### config.mk
export PLATFORM = sky130hd
export DESIGN_NAME = mem_arbiter
export DESIGN_NICKNAME = d
export VERILOG_FILES = /design/src/rtl/mem_arbiter.sv
export SDC_FILE = /design/constraint.sdc
export NUM_CORES = 1
export LEC_CHECK = 0
export CORE_MARGIN = 8
export CORE_UTILIZATION = 43
export CTS_CLUSTER_DIAMETER = 50
export DETAILED_ROUTE_END_ITERATION = 12
export GPL_TIMING_DRIVEN = 0
export PLACE_DENSITY = 0.95
export SLEW_MARGIN = 20
export SYNTH_ARGS = -nofsm -noshare
export SYNTH_HDL_FRONTEND = slang
export SYNTH_SLANG_ARGS = --single-unit
### constraint.sdc
create_clock -name clk -period 4.06 [get_ports clk]
set_clock_uncertainty 0.15 [all_clocks]
set_input_delay 0.406 -clock clk [delete_from_list [all_inputs] [get_ports clk]]
set_output_delay 0.406 -clock clk [all_outputs]
set_load 0.1 [all_outputs]
### src/rtl/mem_arbiter.sv
// mem_arbiter: two-port arbiter serialising fetch/LSU access to one single-ported memory (MEM_ARBITER_ROUND_ROBIN_EN selects round-robin ties)
module mem_arbiter #(
  parameter int WORD_SIZE    = 32,
  parameter int ADDRESS_SIZE = 32
) (
  input  logic                    clk,
  input  logic                    rstn,
  input  logic                    Req0,
  input  logic                    Req1,
  input  logic                    Write0,
  input  logic                    Write1,
  input  logic [ADDRESS_SIZE-1:0] Addr0,
  input  logic [ADDRESS_SIZE-1:0] Addr1,
  input  logic [WORD_SIZE-1:0]    WData0,
  input  logic [WORD_SIZE-1:0]    WData1,
  output logic                    Gnt0,
  output logic                    Gnt1,
  output logic                    Ack0,
  output logic                    Ack1,
  output logic [WORD_SIZE-1:0]    RData0,
  output logic [WORD_SIZE-1:0]    RData1,
  output logic [ADDRESS_SIZE-1:0] MemAddress,
  output logic [WORD_SIZE-1:0]    MemWriteData,
  output logic                    MemRead,
  output logic                    MemWrite,
  input  logic [WORD_SIZE-1:0]    MemReadData,
  output logic                    Busy
);
  typedef enum logic [1:0] {IDLE, ACCESS, CAPTURE} state_t;
  state_t state, state_nx;
  logic cmd_write, cmd_port, win, accept;
  logic [ADDRESS_SIZE-1:0] cmd_addr;
  logic [WORD_SIZE-1:0] cmd_wdata;
  assign accept = (state == IDLE) && (Req0 || Req1);
`ifdef MEM_ARBITER_ROUND_ROBIN_EN
  logic last;
  assign win = (Req0 && Req1) ? ~last : ~Req0;
  // remember the last granted port so ties alternate
  always_ff @(posedge clk or negedge rstn)
    if (!rstn) last <= 1'b1;
    else if (accept) last <= win;
`else
  assign win = ~Req0;
`endif
  // state register
  always_ff @(posedge clk or negedge rstn)
    if (!rstn) state <= IDLE;
    else state <= state_nx;
  // next state and memory-side decode, all from registered state
  always_comb begin
    state_nx     = state;
    Gnt0         = 1'b0;
    Gnt1         = 1'b0;
    MemRead      = 1'b0;
    MemWrite     = 1'b0;
    Busy         = state != IDLE;
    MemAddress   = cmd_addr;
    MemWriteData = cmd_wdata;
    state_nx     = state == IDLE ? (accept ? ACCESS : IDLE) : state == ACCESS ? CAPTURE : IDLE;
    Gnt0         = (state == ACCESS) && !cmd_port;
    Gnt1         = (state == ACCESS) && cmd_port;
    MemRead      = (state != IDLE) && !cmd_write;
    MemWrite     = (state == ACCESS) && cmd_write;
  end
  // latch the winner's command at accept; return data and ack at the end of CAPTURE
  always_ff @(posedge clk or negedge rstn)
    if (!rstn) begin
      cmd_write <= 1'b0;
      cmd_port  <= 1'b0;
      cmd_addr  <= '0;
      cmd_wdata <= '0;
      Ack0      <= 1'b0;
      Ack1      <= 1'b0;
      RData0    <= '0;
      RData1    <= '0;
    end else begin
      if (accept) begin
        cmd_port  <= win;
        cmd_write <= win ? Write1 : Write0;
        cmd_addr  <= win ? Addr1 : Addr0;
        cmd_wdata <= win ? WData1 : WData0;
      end
      Ack0 <= (state == CAPTURE) && !cmd_port;
      Ack1 <= (state == CAPTURE) && cmd_port;
      if (state == CAPTURE && !cmd_write && !cmd_port) RData0 <= MemReadData;
      if (state == CAPTURE && !cmd_write && cmd_port) RData1 <= MemReadData;
    end
endmodule

==> results.txt <==
run status -> completed
unique cell type count in the Yosys netlist -> 20
WHS Path Cells -> 1
Main synth FF type -> dfrtp_1
area leader, netlist -> dfrtp_1
crit-path max FO -> 4
I/O Pins -> 301
Initial Util -> 43.5%
via count -> 4238
period utilization -> 71.6%
register area -> 3350 sq um
post-route DRC violation count -> 0
sequential share of the synthesized area -> 56.5%
Final setup viols -> 0
Setup WS pre-CTS -> 1560 ps
postcts setup bufs -> 0
worst path required time -> 3500 ps
largest net degree at the start of global routing -> 75
core region area -> 13700 sq um
Clk Latency, worst-skew pair -> 410 ps
Overall Global Routing Usage -> 20.7%
initial antenna violation count -> 0
synthesized cell area -> 5940 sq um
number of synthesized flops with an enable pin -> 0
dominant cells by area after synthesis -> dfrtp_1, mux2_2, mux2_4, buf_6, buf_8
Post-synth top cells -> mux2_2, dfrtp_1, mux2_4
H-tree lvl count -> 4
share of cells above drive strength 1 -> 34.8%
fmax -> 344 MHz
Crit. End Element -> primary output
fin nets -> 851
drt pass-1 iters -> 4
vias in the first global route -> 5104
Syn Area/Cell -> 16.3 sq um
Min Clock Period, post-route -> 2910 ps
synth warn -> 0
total grt overflow -> 0
clock root cell -> clkbuf_16
crit path launch type -> flop
HPWL after DPL -> 14700 microns
Post-CTS Resized -> 0
gpl congestion -> 0.804
Setup TNS Final -> 0 ps
Slew @ Worst Pin -> 1040 ps
multi-input logic area -> 2390 sq um
top-count cell post-synth -> mux2_2
Iter 0 DRT Violations -> 130
Post-Syn Instances -> 364
CTS Buf Count -> 17
first-pass GRT wire length -> 28400 microns
CTS tree -> yes
Routed Wire Length -> 18600 microns
Synthesized Nets -> 530
FILL cells -> 865
Post-synth ARST share -> 100%
wire length per cell -> 21.2 microns
routed vias/inst -> 4.83
Post-DRT Antenna Nets -> 0
Buffers on Ports -> 300
P&R area growth vs syn -> 65.8%
fin worst setup slack -> 1150 ps
placed inst area -> 9200 sq um
clk buf depth -> 2
CTS sink count -> 134
Design Area, Final -> 9850 sq um
R2R cell count -> 4
Site Rows -> 43
# diodes -> 0
worst hold path type -> flop to flop
Die Wd -> 134 microns
reg2reg setup slack -> 2170 ps
die footprint -> 17800 sq um
Yosys reg bits -> 134
CTS clock-pin slew for the worst setup and hold paths -> 60 ps
relative slew slack -> 30.3%
Worst Path Arrival -> 2350 ps
Final Max Slew Viols -> 0
RSZ-0062 raised after global routing -> no
post-synth top area share -> 56.5%
MaxCap Viol Count -> 0
Die Ht -> 134 microns
critical path class -> flop to primary output
Hold Violations, Final -> 0
sequential cells by signal (all words and copies together), names as in the netlist:
name / cells
state: 2
RData1: 32
cmd_write: 1
Ack0: 1
RData0: 32
MemWriteData: 32
MemAddress: 32
Ack1: 1
cmd_port: 1
layout by cell type, fill, tap and decap left out, types with 2 or more instances in the layout:
cell type	n
clkdlybuf4s50_1	299
mux2_2	160
dfrtp_1	134
mux2_4	30
clkbuf_16	17
buf_6	7
buf_4	5
clkinv_2	5
bufinv_16	5
buf_8	4
mux2_1	4
buf_2	4
clkbuf_1	3
nor2b_1	2
and2_1	2
nor2_1	2
buf_1	2
a21oi_1	2
clkbuf_8	2
cell type report:
cell class              instances  share of cell area (%)
flip-flops and latches        134                    34.0
repair buffers                302                    30.9
multi-input cells             208                    24.3
clock buffers                  22                    4.71
well taps                     180                    2.29
plain buffers                  21                    1.92
clock inverters                10                    1.78
inverters                       1                  0.0381
per-stage QoR:
step	util [%]	cells	hold WS [ps]
3_3_place_gp	67.1	844	321
3_5_place_dp	67.3	845	211
6_report	72.1	878	348
5_1_grt	72.1	878	365
4_1_cts	72.1	878	343
2_1_floorplan	-	364	-39.6
final timing paths:
kind                               start             to
setup / recovery                state[1]           Gnt1
hold / removal             MemAddress[1]  MemAddress[1]
setup reg to reg                state[0]     RData0[13]
hold reg to reg            MemAddress[1]  MemAddress[1]
max in group asynchronous           rstn      RData1[8]
min in group asynchronous           rstn     RData0[22]
worst max-delay path, cell delays in order, from the launching register on:
cell and delay (ps):
dfrtp_1 410, nor2b_1 200, and2_1 160, clkdlybuf4s50_1 1170
kinds of logic (layout without fill, tap and decap cells):
kind of cell / count (synthesis) / in the layout / share of synthesized area, %
simple gates: 11 / 11 / 1.31
mux: 194 / 194 / 38.7
compound gates: 3 / 3 / 0.295
flops: 134 / 134 / 56.5
buf+inv: 22 / 356 / 3.24
per-layer routing:
metal / vias up / wire length (microns) / GRT usage, %
met5: - / 0 / 0
met4: 0 / 563 / 9.11
met3: 35 / 1400 / 7.57
met2: 187 / 9940 / 37.7
met1: 2063 / 6670 / 20.5
li1: 1953 / - / -
repair_timing:
item,CTS,global route
setup endpoints to repair,0,0
hold buffers,1,0
endpoints found under the hold margin,60,0
Power is not shown: default switching activity piles up to over one toggle a cycle in this logic, so the estimate is an artifact.
